[config.mk]
export PLATFORM = sky130hd
export DESIGN_NAME = sync_fifo_flags
export DESIGN_NICKNAME = d
export VERILOG_FILES = /design/src/rtl/fifo_pkg.sv /design/src/rtl/fifo_mem_2p.sv /design/src/rtl/sync_fifo_flags.sv
export SDC_FILE = /design/constraint.sdc
export NUM_CORES = 1
export LEC_CHECK = 0
export CORE_MARGIN = 3
export CORE_UTILIZATION = 64
export CTS_CLUSTER_SIZE = 28
export DETAILED_ROUTE_END_ITERATION = 16
export PLACE_DENSITY = 0.82
export REMOVE_ABC_BUFFERS = 1
export SETUP_SLACK_MARGIN = 0.5
export SLEW_MARGIN = 20
export SYNTH_ARGS = -nofsm -noshare
export SYNTH_HDL_FRONTEND = slang
export SYNTH_SLANG_ARGS = --single-unit
[constraint.sdc]
create_clock -name clk -period 4.31 [get_ports clk]
set_input_delay 0.862 -clock clk [delete_from_list [all_inputs] [get_ports clk]]
set_output_delay 0.862 -clock clk [all_outputs]
set_load 0.05 [all_outputs]
[src/rtl/fifo_pkg.sv]
// Shared FIFO definitions, used by the synchronous FIFO here and by the async FIFO.
//   DEF_DATA_W / DEF_DEPTH : default word width and depth.
//   MODE_STD / MODE_FWFT   : read-mode encodings for the FWFT parameter.
//   addr_width()           : ceil(log2(depth)), the memory address width.
package fifo_pkg;

  localparam int DEF_DATA_W = 8;
  localparam int DEF_DEPTH  = 16;

  localparam int MODE_STD  = 0;
  localparam int MODE_FWFT = 1;

  // Smallest w such that 2**w >= depth.
  function automatic int addr_width(input int depth);
    int w;
    w = 0;
    for (int i = 0; i < 31; i++) begin
      if ((1 << i) < depth) w = i + 1;
    end
    return w;
  endfunction

endpackage

[src/rtl/fifo_mem_2p.sv]
// Simple dual-port RAM: synchronous write port, asynchronous read port, no reset.
//   clk       : write clock
//   wr_en_i   : write strobe
//   wr_addr_i : write address
//   wr_data_i : write data
//   rd_addr_i : read address
//   rd_data_o : read data, combinational from rd_addr_i
module fifo_mem_2p #(
  parameter int DATA_W = 8,
  parameter int DEPTH  = 16,
  parameter int ADDR_W = 4
) (
  input  logic              clk,
  input  logic              wr_en_i,
  input  logic [ADDR_W-1:0] wr_addr_i,
  input  logic [DATA_W-1:0] wr_data_i,
  input  logic [ADDR_W-1:0] rd_addr_i,
  output logic [DATA_W-1:0] rd_data_o
);

  logic [DATA_W-1:0] mem_q [DEPTH];

  always_ff @(posedge clk) begin
    if (wr_en_i) mem_q[wr_addr_i] <= wr_data_i;
  end

  assign rd_data_o = mem_q[rd_addr_i];

endmodule

[src/rtl/sync_fifo_flags.sv]
// Single-clock FIFO with occupancy count, level flags, sticky error flags and
// an optional first-word-fall-through read mode.
//   clk, rst     : clock (rising edge), asynchronous active-high reset
//   wr_en, rd_en : write / read requests (ignored when full / empty)
//   clr_err      : clears overflow/underflow (a new error in the same cycle wins)
//   data_in      : write data
//   data_out     : read data (registered in standard mode, head-of-queue in FWFT)
//   full, empty, half_full, almost_full, almost_empty : decoded from count
//   count        : occupancy 0..DEPTH
//   overflow     : sticky, write attempted while full
//   underflow    : sticky, read attempted while empty
module sync_fifo_flags
  import fifo_pkg::*;
#(
  parameter int DATA_W   = DEF_DATA_W,
  parameter int DEPTH    = DEF_DEPTH,
  parameter int AF_LEVEL = 14,
  parameter int AE_LEVEL = 2,
  parameter int FWFT     = MODE_STD
) (
  input  logic                          clk,
  input  logic                          rst,
  input  logic                          wr_en,
  input  logic                          rd_en,
  input  logic                          clr_err,
  input  logic [DATA_W-1:0]             data_in,
  output logic [DATA_W-1:0]             data_out,
  output logic                          full,
  output logic                          empty,
  output logic                          half_full,
  output logic                          almost_full,
  output logic                          almost_empty,
  output logic [addr_width(DEPTH):0]    count,
  output logic                          overflow,
  output logic                          underflow
);

  localparam int ADDR_W = addr_width(DEPTH);
  localparam int CNT_W  = ADDR_W + 1;

  // Pointers carry one extra wrap bit above the memory address.
  logic [CNT_W-1:0]  wr_ptr_q, wr_ptr_d;
  logic [CNT_W-1:0]  rd_ptr_q, rd_ptr_d;
  logic [CNT_W-1:0]  count_q, count_d;
  logic              overflow_q, overflow_d;
  logic              underflow_q, underflow_d;
  logic              wr_accept, rd_accept;
  logic [DATA_W-1:0] rd_data;

  // Flags depend only on registered state, never on this cycle's requests.
  assign full         = (count_q == CNT_W'(DEPTH));
  assign empty        = (count_q == '0);
  assign half_full    = (count_q >= CNT_W'(DEPTH / 2));
  assign almost_full  = (count_q >= CNT_W'(AF_LEVEL));
  assign almost_empty = (count_q <= CNT_W'(AE_LEVEL));
  assign count        = count_q;
  assign overflow     = overflow_q;
  assign underflow    = underflow_q;

  assign wr_accept = wr_en && !full;
  assign rd_accept = rd_en && !empty;

  always_comb begin
    wr_ptr_d = wr_ptr_q;
    rd_ptr_d = rd_ptr_q;
    count_d  = count_q;
    if (wr_accept) wr_ptr_d = wr_ptr_q + 1'b1;
    if (rd_accept) rd_ptr_d = rd_ptr_q + 1'b1;
    if (wr_accept && !rd_accept) count_d = count_q + 1'b1;
    if (rd_accept && !wr_accept) count_d = count_q - 1'b1;

    // Setting has priority over clearing so an error in the clear cycle is kept.
    overflow_d  = overflow_q;
    underflow_d = underflow_q;
    if (clr_err) begin
      overflow_d  = 1'b0;
      underflow_d = 1'b0;
    end
    if (wr_en && full)  overflow_d  = 1'b1;
    if (rd_en && empty) underflow_d = 1'b1;
  end

  always_ff @(posedge clk or posedge rst) begin
    if (rst) begin
      wr_ptr_q    <= '0;
      rd_ptr_q    <= '0;
      count_q     <= '0;
      overflow_q  <= 1'b0;
      underflow_q <= 1'b0;
    end else begin
      wr_ptr_q    <= wr_ptr_d;
      rd_ptr_q    <= rd_ptr_d;
      count_q     <= count_d;
      overflow_q  <= overflow_d;
      underflow_q <= underflow_d;
    end
  end

  fifo_mem_2p #(
    .DATA_W (DATA_W),
    .DEPTH  (DEPTH),
    .ADDR_W (ADDR_W)
  ) u_mem (
    .clk       (clk),
    .wr_en_i   (wr_accept),
    .wr_addr_i (wr_ptr_q[ADDR_W-1:0]),
    .wr_data_i (data_in),
    .rd_addr_i (rd_ptr_q[ADDR_W-1:0]),
    .rd_data_o (rd_data)
  );

  generate
    if (FWFT == MODE_FWFT) begin : g_fwft
      // Head of queue is shown directly; forced to zero while empty so the
      // output is defined after reset and never exposes stale memory.
      assign data_out = empty ? '0 : rd_data;
    end else begin : g_std
      logic [DATA_W-1:0] dout_q;
      always_ff @(posedge clk or posedge rst) begin
        if (rst)            dout_q <= '0;
        else if (rd_accept) dout_q <= rd_data;
      end
      assign data_out = dout_q;
    end
  endgenerate

endmodule

==> reports/metrics.csv <==
stage,metric,value,unit
worst_setup_path,chain of cells forming the critical path,"or4_4, nor2_1, clkdlybuf4s50_1",
timing,"Setup violations, final",0,
clocking,clock buffer count from CTS,17,
worst_hold_path,Hold Crit Endpoint,data_out[1],
worst_setup_path,largest stage delay on the critical path,0.82,ns
logic_synthesis,"flops & latches, synth",151,
clocking,clock root cell,clkbuf_8,
placed_design,number of buffers inserted by port buffering,32,
finish,register cell area after layout,4420,um^2
die,starting utilization of the core area,66.1,%
timing,worst clock skew,0.00859,ns
worst_setup_path,required time of the critical path,3.45,ns
finish,Fillers,494,
worst_setup_path,register-to-register setup slack,0.95,ns
finish,number of non-filler instances in the completed layout,505,
die,IO Pins,33,
pwr,worst-case vdd ir drop,414,uV
pwr,total power per unit cell area,710,nW/um^2
worst_setup_path,worst setup path category,flop to output pin,
worst_hold_path,startpoint of the tightest hold check path,data_out[1],
global_routing,number of antenna violations at the first check in global routing,0,
clocking,clk sink count,151,
logic_synthesis,post-synthesis cell area,6110,um^2
logic_synthesis,average size of a mapped cell,18.8,um^2
clocking,H-tree depth reported by CTS,4,
global_routing,GRT Resource Usage Total,23.4,%
die,Die Footprint,10700,um^2
global_routing,number of global-route vias before repair,3270,
worst_setup_path,CP max-delay cell,clkdlybuf4s50_1,
die,vertical die dimension,104,um
timing,maximum achievable frequency,0.289,GHz
logic_synthesis,Synth warnings,0,
logic_synthesis,part of the Yosys area used for sequential elements,72.4,%
placed_design,Cell Count Post-Placement,473,
run,max-capacitance violation count,0,
route,total detailed-routing wirelength,11.6,mm
timing,setup repair after global routing missed its margin,false,
worst_setup_path,Reg-to-Reg Start,count[1],
timing,number of slew-limit violations in the final report,0,
clocking,number of buffers on the longest clock path,2,
worst_setup_path,reg-to-reg critical path endpoint,count[4],
route,first-iteration detailed-routing DRC count,283,
placed_design,detailed placement HPWL,7.12,mm
global_routing,first-pass GRT wire length,18.4,mm
timing,Worst Hold Margin,0.499,ns
route,via total after detailed routing,3105,
worst_hold_path,path class of the lowest-slack min-delay path,flop to flop,
route,first-pass iteration count of the detailed router,4,
timing,sum of negative setup slack,0,ns
placed_design,Final GP Congestion,0.736,
global_routing,pin count of the biggest net entering global routing,24,
clocking,clock slew at reported path FFs,0.06,ns
route,average vias per placed instance,6.15,
worst_setup_path,crit-path max FO,12,
route,routed len/inst,22.9,um
timing,post-route clock period utilization,80.2,%
pwr,leakage component of the power,2.44,nW
clocking,hold buffers post-CTS,0,
global_routing,remaining global-route overflow,0,
worst_setup_path,sort of element at the start of the critical path,flop,
die,Core Box Area,9240,um^2
finish,total area of multi-input combinational cells,1550,um^2
finish,proportion of layout cells with a drive suffix above 1,21.3,%
worst_setup_path,CP Data Arrival Time,2.59,ns
logic_synthesis,cell count after synthesis,324,
die,horizontal die dimension,104,um
route,count of nets left with antenna violations after detail routing,0,
timing,Slew @ Worst Pin,1.07,ns
clocking,CTS tree,done,
logic_synthesis,Main synth FF type,edfxtp_1,
clocking,number of buffers inserted by post-CTS setup repair,0,
die,number of placement rows,35,
timing,Worst slew margin,29.0,%
finish,Synth-to-Final Area Change,16.5,%
finish,fin nets,384,
clocking,number of gates resized after cts,0,
worst_hold_path,number of cells on the worst hold path,2,
worst_setup_path,worst r2r path cells,10,
logic_synthesis,unique cell type count in the Yosys netlist,40,
finish,Inserted Diodes,0,
logic_synthesis,async set or reset register ratio after synthesis,15.2,%
route,final routed DRC violation total,0,
clocking,insertion delay to the later sink of the worst-skew pair,0.51,ns
status,run status,"finished, final reports clean",
worst_setup_path,capturing element type of the critical path,output pin,
logic_synthesis,number of enable-type register cells in the synthesized netlist,128,
timing,fin crit period,3.46,ns
timing,final-report hold violation count,0,
==> through the flow <==
stage | instance area, um^2 | util [%] | power (W) | worst slack, ns
after floorplan | 6000 | - | 0.00314 | 0.232
after global placement | 6530 | 70.7 | 0.00359 | 0.904
after detailed placement | 6530 | 70.7 | 0.00364 | 0.816
after CTS | 7110 | 77.0 | 0.00509 | 0.827
after global routing | 7110 | 77.0 | 0.00529 | 0.747
final | 7110 | 77.0 | 0.00505 | 0.855
==> cells in the mapped netlist, types with 2 or more instances <==
| library cell | instances | share of area, % |
|---|---|---|
| nor2_1 | 15 | 0.92 |
| o21ai_0 | 2 | 0.16 |
| clkbuf_1 | 3 | 0.18 |
| buf_2 | 8 | 0.66 |
| nor4_1 | 2 | 0.20 |
| nand2_1 | 20 | 1.2 |
| nor3_1 | 5 | 0.41 |
| buf_1 | 3 | 0.18 |
| xnor2_1 | 7 | 1.0 |
| o221ai_1 | 7 | 1.0 |
| nand4_1 | 2 | 0.20 |
| buf_6 | 2 | 0.37 |
| mux2i_1 | 15 | 2.5 |
| mux4_2 | 32 | 12 |
| ha_1 | 8 | 1.6 |
| buf_4 | 3 | 0.37 |
| inv_1 | 6 | 0.37 |
| xor2_1 | 5 | 0.72 |
| nor2b_1 | 2 | 0.20 |
| nand2b_1 | 4 | 0.41 |
| edfxtp_1 | 128 | 63 |
| a21oi_1 | 4 | 0.33 |
| dfrtp_1 | 23 | 9.4 |
| a22o_1 | 2 | 0.29 |
==> critical path: cells and delay by family, from the launching register on <==
kind                   cells  cell delay [ns]
AND/OR/NAND/NOR            2             0.73
flip-flops                 1             0.51
buffers and inverters      1             0.82
==> flip-flops by register name (all words and copies together) (netlist names) <==
name and flops:
count 5, data_out 8, overflow 1, rd_ptr_q 4
u_mem.mem_q 128, underflow 1, wr_ptr_q 4
==> where the power goes <==
group	internal (W)	switching, W
Clock	0.000838	0.000594
Combinational	0.000686	0.000830
Sequential	0.00182	0.000289
Total	0.00334	0.00171
==> metal layers <==
metal	GRT usage [%]	up-vias	wire length, um
met3	5.17	12	714
met5	0	-	0
met4	8.93	0	189
met2	37.8	128	5910
met1	31.8	1599	4730
li1	-	1366	-
==> placed cells by master (no fill, tap or decap), types with 2 or more instances in the layout <==
master / count
nand2b_1: 4
a21oi_1: 4
mux2i_1: 15
bufinv_16: 2
nor3_1: 5
a22o_1: 2
o221ai_1: 7
mux4_2: 32
o21ai_0: 2
clkdlybuf4s50_1: 32
ha_1: 8
xor2_1: 5
edfxtp_1: 128
nor4_1: 2
nor2_1: 15
inv_1: 6
buf_4: 7
xnor2_1: 7
nand4_1: 2
dfrtp_1: 23
clkinvlp_4: 2
inv_6: 7
nand2_1: 20
clkbuf_16: 16
nor2b_1: 2
==> cell families (layout without fill, tap and decap cells) <==
group / Yosys count / after routing / share of synthesized area (%)
simple gates: 56 / 56 / 4.36
buf+inv: 26 / 78 / 2.19
fa+ha+maj: 8 / 8 / 1.64
flops: 151 / 151 / 72.4
compound gates: 23 / 23 / 3.26
mux: 48 / 48 / 14.4
xor+xnor: 12 / 12 / 1.72
==> worst max-delay path by stage <==
stage | from | to | slack (ns) | cells after the start
final | count[1] | empty | 0.85 | 3
after global routing | count[1] | count[4] | 0.75 | 10
after CTS | count[1] | empty | 0.83 | 3
after detailed placement | wr_en | count[4] | 0.82 | 10
after global placement | wr_en | count[4] | 0.90 | 10
after floorplan | count[1] | almost_empty | 0.23 | 1
==> cell type report <==
cell class | count | share of cell area [%]
Sequential cell | 151 | 62.1
Multi-Input combinational cell | 147 | 21.8
Inverter | 7 | 0.369
Clock inverter | 15 | 2.32
Timing Repair Buffer | 39 | 5.24
Clock buffer | 17 | 5.82
Tap cell | 129 | 2.27
(Power assumes the default switching activity.)
